<file path="src/rtl/mnist_batch_sched.sv">
// Batch sequencer for the embedded MNIST images: selects each image, fires the
// inference core, checks the predicted digit against LABELS and reports the tally.
module mnist_batch_sched #(
    parameter int unsigned NUM_IMG = 3,
    parameter logic [11:0] LABELS  = 12'h326,
    parameter int unsigned TIMEOUT = 2500000
) (
    input  logic       clk,
    input  logic       rst,
    input  logic       go,
    input  logic       abort,
    output logic       acc_start,
    output logic [1:0] acc_img_sel,
    input  logic       acc_valid,
    input  logic       acc_done,
    input  logic [3:0] acc_digit,
    output logic       busy,
    output logic       batch_done,
    output logic [1:0] pass_cnt,
    output logic [2:0] fail_mask,
    output logic       timeout_err,
    output logic       aborted,
    output logic [3:0] last_digit
);

    typedef enum logic [2:0] {
        IDLE, SEL, FIRE, WAIT, CHECK, RELEASE, FINISH
    } state_t;

    localparam logic [1:0]  LAST_IDX = 2'(NUM_IMG - 1);
    localparam logic [21:0] TO_LAST  = 22'(TIMEOUT - 1);
    localparam logic [15:0] LAB      = {4'h0, LABELS};

    state_t      state, state_nxt;
    logic [1:0]  idx;
    logic [21:0] timer;
    logic [3:0]  label_nib;
    logic [2:0]  idx_bit;

    logic clr_batch, set_fail, set_tmo, set_abort, capture;
    logic inc_pass, inc_idx, clr_timer, inc_timer;

    assign label_nib   = LAB[{idx, 2'b00} +: 4];
    assign idx_bit     = 3'(4'b0001 << idx);
    assign acc_start   = (state == FIRE);
    assign busy        = (state != IDLE);
    assign batch_done  = (state == FINISH);
    assign acc_img_sel = idx;

    always_ff @(posedge clk or negedge rst) begin
        if (!rst) state <= IDLE;
        else      state <= state_nxt;
    end

    always_comb begin
        state_nxt = state;
        clr_batch = 1'b0;
        set_fail  = 1'b0;
        set_tmo   = 1'b0;
        set_abort = 1'b0;
        capture   = 1'b0;
        inc_pass  = 1'b0;
        inc_idx   = 1'b0;
        clr_timer = 1'b0;
        inc_timer = 1'b0;
        case (state)
            IDLE: if (go) begin
                clr_batch = 1'b1;
                state_nxt = SEL;
            end
            SEL: if (acc_valid) begin
                state_nxt = FIRE;
            end else begin
                set_fail  = 1'b1;
                state_nxt = RELEASE;
            end
            FIRE: begin
                clr_timer = 1'b1;
                state_nxt = WAIT;
            end
            WAIT: begin
                inc_timer = 1'b1;
                // Timeout fires on the edge where the timer reaches TIMEOUT-1
                if (acc_done) begin
                    capture   = 1'b1;
                    state_nxt = CHECK;
                end else if ((timer + 22'd1) >= TO_LAST) begin
                    set_tmo   = 1'b1;
                    set_fail  = 1'b1;
                    state_nxt = FINISH;
                end
            end
            CHECK: begin
                if (last_digit == label_nib) inc_pass = 1'b1;
                else                         set_fail = 1'b1;
                state_nxt = RELEASE;
            end
            RELEASE: if (!acc_done) begin
                if (idx == LAST_IDX) begin
                    state_nxt = FINISH;
                end else begin
                    inc_idx   = 1'b1;
                    state_nxt = SEL;
                end
            end
            FINISH:  state_nxt = IDLE;
            default: state_nxt = IDLE;
        endcase
        // Abort overrides every transition and suppresses the state's own updates
        if (abort && state != IDLE && state != FINISH) begin
            state_nxt = FINISH;
            set_abort = 1'b1;
            set_fail  = 1'b0;
            set_tmo   = 1'b0;
            capture   = 1'b0;
            inc_pass  = 1'b0;
            inc_idx   = 1'b0;
        end
    end

    always_ff @(posedge clk or negedge rst) begin
        if (!rst) begin
            idx         <= '0;
            timer       <= '0;
            pass_cnt    <= '0;
            fail_mask   <= '0;
            timeout_err <= 1'b0;
            aborted     <= 1'b0;
            last_digit  <= '0;
        end else begin
            if (clr_batch) begin
                idx         <= '0;
                pass_cnt    <= '0;
                fail_mask   <= '0;
                timeout_err <= 1'b0;
                aborted     <= 1'b0;
            end
            if (inc_idx)   idx <= idx + 2'd1;
            if (clr_timer) timer <= '0;
            else if (inc_timer) timer <= timer + 22'd1;
            if (set_fail)  fail_mask <= fail_mask | idx_bit;
            if (set_tmo)   timeout_err <= 1'b1;
            if (set_abort) aborted <= 1'b1;
            if (capture)   last_digit <= acc_digit;
            if (inc_pass && pass_cnt != 2'd3) pass_cnt <= pass_cnt + 2'd1;
        end
    end

endmodule

</file>
<file path="config.mk">
export PLATFORM = sky130hd
export DESIGN_NAME = mnist_batch_sched
export DESIGN_NICKNAME = d
export VERILOG_FILES = /design/src/rtl/mnist_batch_sched.sv
export SDC_FILE = /design/constraint.sdc
export NUM_CORES = 1
export LEC_CHECK = 0
export CORE_MARGIN = 5
export CORE_UTILIZATION = 45
export DETAILED_ROUTE_END_ITERATION = 7
export PLACE_DENSITY = 0.66
export SYNTH_ARGS = -nofsm -noshare
export SYNTH_HDL_FRONTEND = slang
export SYNTH_SLANG_ARGS = --single-unit
</file>
<file path="constraint.sdc">
create_clock -name clk -period 3.45 [get_ports clk]
set_clock_uncertainty 0.05 [all_clocks]
set_input_delay 0.5175 -clock clk [delete_from_list [all_inputs] [get_ports clk]]
set_output_delay 0.5175 -clock clk [all_outputs]
set_load 0.03 [all_outputs]
</file>
# ---- Word-level counts from Yosys, hierarchy flattened
# Cells that the tools add are included.
dict set report op_classes {
  n_addsub 3
  order_cmp 1
  n_eq_ne 13
  shift 2
  mux 41
  bitwise 1
  reduce_logical 12
}
# operator count
set ops {}
lappend ops {{22-bit 2-to-1 mux} 2}
lappend ops {{3-bit 2-to-1 mux} 9}
lappend ops {{1-bit 2-to-1 mux} 25}
lappend ops {{22-bit by 1-bit adder with 22-bit output, second input constant} 1}
lappend ops {{22-bit >= comparator, second input constant} 1}
lappend ops {{3-bit one-hot mux with 6 select lines} 1}
lappend ops {{16-bit by 5-bit variable part select with 4-bit output, first input constant} 1}
lappend ops {{2-bit nonzero test} 6}
lappend ops {{3-bit equality test, second input constant} 3}
lappend ops {{3-bit inequality test, second input constant} 3}
lappend ops {{3-bit by 2-bit equality test with 1-bit output, second input constant} 2}
lappend ops {{2-bit 2-to-1 mux} 3}
lappend ops {{2-bit by 1-bit adder with 2-bit output, second input constant} 2}
lappend ops {{4-bit equality test} 1}
lappend ops {{4-bit inequality test, second input constant} 1}
lappend ops {{3-bit by 1-bit equality test with 1-bit output, second input constant} 1}
lappend ops {{1-bit logical AND} 3}
lappend ops {{3-bit logical NOT} 1}
lappend ops {{3-bit bitwise OR} 1}
lappend ops {{1-bit one-hot mux with 3 select lines} 1}
lappend ops {{3-bit AND reduction} 1}
lappend ops {{3-bit nonzero test} 1}
lappend ops {{1-bit by 2-bit << shifter with 3-bit output, first input constant} 1}
lappend ops {{2-bit equality test, second input constant} 1}
lappend ops {{2-bit inequality test, second input constant} 1}
dict set report word_totals {
  regBits 38
  in_bits 10
}

# ---- Logic depth before layout (Yosys ltp)
# Gate-level depths: netlist of run 1.
dict set report logic_depth {
  word_depth 7
  mapped_depth 9
  ltp_nobuf 9
}

# ---- Worst setup path before layout of run 1
# Ideal clock, no wire load.
dict set report synth_timing {
  path_kind {register to register}
  start {register timer[0]}
  end {register fail_mask[0]}
  setup_time_ns 0.121
  arrival_time_ns 2.153
  t_required_ns 3.279
  path_slack_ns 1.126
  path_stages_with_launch 10
  n_path_buf 1
  cell_sequence {dfrtp_1 ha_1 and3_1 buf_2 nand2_1 o21ai_0 nand4bb_4 a221oi_2 o31ai_2 a22o_1}
}
dict set report synth_between {
  elab_chain_cells 7
  elab_cells_between_ends 8
  cone_classes {add/sub: 1; order compare: 1; mux: 5; reduce/logical: 1}
}
# element line
set synth_lines {}
lappend synth_lines {{start: declaration} 36} ;# logic [21:0] timer;
lappend synth_lines {{start signal: assignment} 140} ;# else if (inc_timer) timer <= timer + 22'd1;
lappend synth_lines {{22-bit by 1-bit adder with 22-bit output *} 87} ;# end else if ((timer + 22'd1) >= TO_LAST) begin
lappend synth_lines {{22-bit >= comparator *} 87}
lappend synth_lines {{1-bit 2-to-1 mux *} 87}
lappend synth_lines {{1-bit 2-to-1 mux *} 84} ;# if (acc_done) begin
lappend synth_lines {{1-bit one-hot mux with 3 select lines *} 66} ;# case (state)
lappend synth_lines {{1-bit 2-to-1 mux *} 110} ;# if (abort && state != IDLE && state != FINISH) begin
lappend synth_lines {{3-bit 2-to-1 mux / 2-bit nonzero test (equally long branches)} n/a}
lappend synth_lines {{end signal: assignment} 141} ;# if (set_fail) fail_mask <= fail_mask | idx_bit;
lappend synth_lines {{end: declaration} 20} ;# output logic [2:0] fail_mask,
# Mark *: on every way between the ends. The rest lies on a longest branch, timed or not.
# A chain may end at the register's enable or synchronous reset.

# ---- Worst setup path in the final report of run 1
# Ends and elaborated chain as after synthesis.

==> flow_summary.yaml, run 1 <==
status:
  status: "finished clean"
drt:
  wl_met3_um: 190
  routedWlPerCell_um: 15.01
  vias: 2147
  drt_iter0_drc: 192
  wl_met2_mm: 2.540
  totalWireLength_mm: 5.539
  antenna_left: 0
  wirelength_met1_mm: 2.740
  vias_per_cell: 5.818
  drt_pass1_iterations: 4
  maxUsedRoutingLayer: "met4"
  drc: 0
synthesis:
  synth_area_leaders: "dfrtp_1 (37%), a22o_1 (5.8%), nand2_1 (4.4%), mux2_2 (4.0%), o21ai_0 (3.7%)"
  synth_area_leader_cell: "dfrtp_1"
  synth_warnings: 0
  avgSynthCellArea_um2: 8.964
  synth_edf_count: 0
  syn_area_um2: 2564
  synth_nets: 303
  ys_async_sr_fraction_pct: 100.0
  ys_seq_elements: 38
  ys_types: 55
  synth_top_area_share_pct: 37.09
  syn_inst: 286
  yosysSeqAreaShare_pct: 37.09
  synth_ff_type: "dfrtp_1"
setup_path:
  endpoint_kind: "flip-flop"
  cp_max_fo: 8
  worstSetupPathType: "flip-flop to flip-flop"
  r2r_start: "timer[0]"
  cp_data_required_time_ps: 3570
  cp.arrival_ps: 2760
  crit_buf_inv: 0
  cp_cell_sequence: "ha_1 > and3_1 > nand4_1 > or2_1 > xnor2_1 > a22oi_1 > o31ai_2 > a22o_1"
  crit_family: "simple AND/OR/NAND/NOR gates"
  start_kind: "flip-flop"
  slowest_stage: "dfrtp_1"
  cp_slowest_stage_delay_ps: 430
  crit_start: "timer[0]"
cts:
  clk_latency_ps: 280
  cts_buffers: 5
  hold_buffers: 0
  cts_root_buf: "clkbuf_8"
  cts_num_sinks: 38
  tritoncts: "built"
  htree_levels: 2
  cts_resized: 0
  cts_buffer_depth: 2
  clk_pin_slew_ps: 70
  cts_setup_buffers: 0
power:
  total_power_mw: 1.812
  power_density_nw_per_um2: 632.5
  p_leak_nw: 1.207
  vdd_ir_drop_max_mv: 0.5124
placement:
  hpwl_mm: 3.874
  io_buffer_count: 25
  place.gp.congestion: 0.8289
timing:
  fmax_mhz: 379.4
  rsz0062_at_grt: "false"
  max_slew_margin_pct: 41.02
  setup_viol: 0
  setup_tns_ps: 0
  hold_viol: 0
  period_share_pct: 76.40
  final.min_clock_period_ps: 2636
  final_max_slew_viol_count: 0
  worstMarginPinSlew_ps: 884.7
layout:
  diodes: 0
  fill_cells: 533
  drive_gt1_share_pct: 8.754
  nNetsFinal: 314
  multiInputGateArea_um2: 1460
  syn2layout_area_growth_pct: 11.71
  ff_latch_area_um2: 950.9
floorplanning:
  core.rowCount: 27
  die_h_um: 85.48
  core_area_um2: 5507
  dieWidth_um: 85.48
  initial_utilization_pct: 46.56
  dieArea_um2: 7307
  floorplan.io_pins: 26
grt:
  grt_pass1_wl_mm: 9.701
  grtUsageTotal_pct: 16.02
  antenna_found_initial: 0
  overflow: 0
  grt_pass1_vias: 2039
  grt_max_degree: 41
flow_run:
  cap_violations: 0
min_path:
  hp-class: "primary input to asynchronous set/reset pin"
-- cells by family (layout without fill, tap and decap cells) --
| group | count (synthesis) | in the layout | share of synthesized area [%] |
|---|---|---|---|
| AOI/OAI and AO/OA | 77 | 77 | 21.91 |
| DFF | 38 | 38 | 37.09 |
| buffers and inverters | 30 | 41 | 5.954 |
| adders and majority gates | 7 | 7 | 3.416 |
| muxes | 11 | 11 | 4.734 |
| xor gates and xnor gates | 10 | 10 | 3.416 |
| and+or+nand+nor | 113 | 113 | 23.48 |
-- path summary, 6_finish.rpt --
path,slack [ps],to,depth (start not counted)
min reg2reg,440,timeout_err,1
max,810,fail_mask[0],8
max reg2reg,810,fail_mask[0],8
min,310,timer[15],1
min in group clk,440,timeout_err,1
max in group asynchronous,2490,timer[10],1
-- metrics by stage --
step | worst slack (ps) | utilization, % | hold WS (ps) | cell area (um2) | cells
final | 814.3 | 52.01 | 305.9 | 2864 | 369
after global routing | 619.5 | 52.01 | 378.9 | 2864 | 369
after CTS | 823.0 | 52.01 | 342.6 | 2864 | 369
after floorplan | 1126 | - | 171.9 | 2564 | 286
after global placement | 940.7 | 50.62 | 419.2 | 2788 | 362
after detailed placement | 835.6 | 50.62 | 428.1 | 2788 | 362
-- where the power goes --
part           switching (mW)  internal, mW
clock                   0.147         0.139
combinational           0.500         0.344
sequential              0.134         0.547
total                   0.781          1.03
-- cells in the mapped netlist (4+ instances only) --
cell / count
a21o_1: 8
a21oi_1: 7
a22o_1: 17
and3_1: 5
buf_1: 4
buf_2: 5
clkbuf_1: 8
dfrtp_1: 38
ha_1: 7
inv_1: 7
mux2_2: 9
nand2_1: 30
nand2b_1: 8
nand3_1: 9
nand4_1: 7
nor2_1: 19
nor3_1: 15
o21ai_0: 19
o31ai_1: 6
xnor2_1: 4
xor2_1: 6
-- layer usage --
layer / GRT usage [%] / vias up
met4: 4.460 / 0
met3: 3.301 / 7
met2: 24.58 / 31
met5: 0 / -
li1: - / 1067
met1: 22.77 / 1042
-- layout make-up --
type / count / area share, %
inverters: 7 / 0.9174
well taps: 72 / 3.145
clock buffers: 7 / 2.665
flip-flops and latches: 38 / 33.20
multi-input cells: 218 / 50.98
repair buffers: 27 / 9.087
-- sequential cells by signal, indices dropped and copies added, names as in the netlist --
signal and count:
timeout_err 1, timer 22, fail_mask 3, pass_cnt 2, last_digit 4, state 3
acc_img_sel 2, aborted 1
-- layout by cell type (no fill, tap or decap), types with 2 or more instances in the layout --
cell type,n
nor2_1,19
a22o_1,17
a21o_1,8
nor4_1,2
a311oi_1,3
mux2_2,9
o211ai_1,2
nand2_1,30
nand3_1,9
nor4b_1,2
clkbuf_8,5
clkdlybuf4s50_1,24
nor3_1,15
o21ai_0,19
mux2i_1,2
inv_1,7
and3_1,5
dfrtp_1,38
nand4_1,7
buf_4,2
nor2b_1,2
xor2_1,6
and2_1,3
a31oi_1,2
nand2b_1,8
clkbuf_1,2
ha_1,7
a21oi_1,7
xnor2_1,4
o31ai_1,6
Note: power is estimated with default switching activity, not from simulation.
==> run 2, diff against run 1 <==
clock period = 2.57 ns   (was 3.45 ns; I/O delays follow)
==> flow_summary.yaml, run 2 (synthesis results as in run 1) <==
power:
  power.net_switching_mw: 1.102
  seqPwrFrac_pct: 33.3
  sw_frac_of_total_pct: 40.19
  power_density_nw_per_um2: 903.5
  clkPwrFrac_pct: 23.5
  vdd_ir_drop_max_mv: 0.7797
  total_power_mw: 2.741
  p_leak_nw: 1.307
  internal_power_mw: 1.640
  p_comb_share_pct: 43.2
grt:
  grt_pass1_wl_mm: 9.873
  antenna_found_initial: 0
  grtUsageTotal_pct: 16.46
  grt_max_degree: 39
  grt_pass1_vias: 2111
  overflow: 0
status:
  status: "finished clean"
cts:
  clk_latency_ps: 300
  cts_buffers: 5
  cts_buffer_depth: 2
  htree_levels: 2
  cts_root_buf: "clkbuf_8"
  tritoncts: "built"
  clk_pin_slew_ps: 80
  cts_num_sinks: 38
placement:
  place.gp.congestion: 0.7856
  io_buffer_count: 25
  hpwl_mm: 4.085
  postPlaceCellArea_um2: 2883
  dpl_worst_slack_ps: 79.14
layout:
  mostFrequentLayoutCells: "dfrtp_1 (38), nand2_1 (30), clkdlybuf4s50_1 (23), nor2_1 (19), o21ai_0 (18)"
  fin_area_um2: 3034
  top_register: "timer"
  drive_gt1_share_pct: 14.47
  syn2layout_area_growth_pct: 18.35
  mostFrequentLayoutCell: "dfrtp_1"
  diodes: 0
  nNetsFinal: 327
  largest_register_ffs: 22
  top_regs: "timer (22), last_digit (4)"
setup_path:
  reg2reg_slack_ps: 180
  cp_data_required_time_ps: 2710
  cp_max_fo: 7
  endpoint_kind: "flip-flop"
  worstSetupPathType: "flip-flop to flip-flop"
  start_kind: "flip-flop"
  cp.arrival_ps: 2530
timing:
  setup_tns_ps: 0
  max_slew_margin_pct: 42.47
  final.min_clock_period_ps: 2388
  period_share_pct: 92.93
  worstMarginPinSlew_ps: 863.0
  fmax_mhz: 418.7
  setup_viol: 0
  hold_viol: 0
  rsz0062_at_grt: "false"
  fin_ws_ps: 181.7
  final_max_slew_viol_count: 0
drt:
  drt_pass1_iterations: 4
  drt_iter0_drc: 80
  antenna_left: 0
  totalWireLength_mm: 5.785
  drc: 0
  vias_per_cell: 5.676
  routedWlPerCell_um: 15.10
  vias: 2174
floorplanning:
  floorplan.io_pins: 26
  core.rowCount: 27
  core_area_um2: 5507
  dieWidth_um: 85.48
  dieArea_um2: 7307
  initial_utilization_pct: 46.56
  die_h_um: 85.48
flow_run:
  cap_violations: 0
min_path:
  hp-class: "primary input to asynchronous set/reset pin"
## run 2: through the flow
step / utilization, % / hold slack [ps] / std cells
finish: 55.10 / 146.6 / 383
global route: 55.10 / 230.8 / 383
detailed placement: 52.35 / 427.8 / 375
CTS: 54.94 / 182.7 / 383
global placement: 52.35 / 420.1 / 375
floorplan: - / 39.91 / 286
## run 2: final cells by class
type	count	area [um2]
Clock inverter	2	60.06
Multi-Input combinational cell	218	1469
Sequential cell	38	950.9
Fill cell	492	2472
Tap cell	72	90.09
Timing Repair Buffer	40	355.3
Clock buffer	6	82.58
Inverter	7	26.28
## run 2: power by group through the flow
stage | registers [mW] | logic, mW | clock network (mW)
6_report | 0.912 | 1.18 | 0.645
5_1_grt | 0.942 | 1.29 | 0.675
4_1_cts | 0.907 | 1.19 | 0.653
3_5_place_dp | 0.917 | 1.19 | 0
3_3_place_gp | 0.915 | 1.18 | 0
2_1_floorplan | 1.00 | 0.697 | 0
## run 2: worst max-delay path: stages (launching register included)
cell and delay [ps]:
dfrtp_1 400, ha_2 240, xor2_1 150, a311o_1 370, a311oi_2 240, o21ai_1 130, a221oi_2 350, o31ai_2 150
a22o_1 200
## run 2: path summary, 6_finish.rpt
check	start	endpoint	cells after the start
worst max-delay path	timer[0]	fail_mask[1]	8
worst min-delay path	rst	timer[18]	1
min in group clk	aborted	aborted	2
max in group asynchronous	rst	pass_cnt[0]	1
worst min register to register	aborted	aborted	2
worst max register to register	timer[0]	fail_mask[1]	8
## run 2: timing repair
item,CTS,global route
buffers inserted,0,0
hold endpoints to repair,0,0
endpoints found under the setup margin,0,5
gates resized for setup,0,3
hold buffers,0,0
## run 2: metal layers
layer | track usage, % | share of wire (%) | wire (um)
met1 | 22.56 | 49 | 2818
met2 | 25.99 | 47 | 2710
met3 | 3.010 | 3.1 | 181
met4 | 5.755 | 1.3 | 74
met5 | 0 | 0 | 0
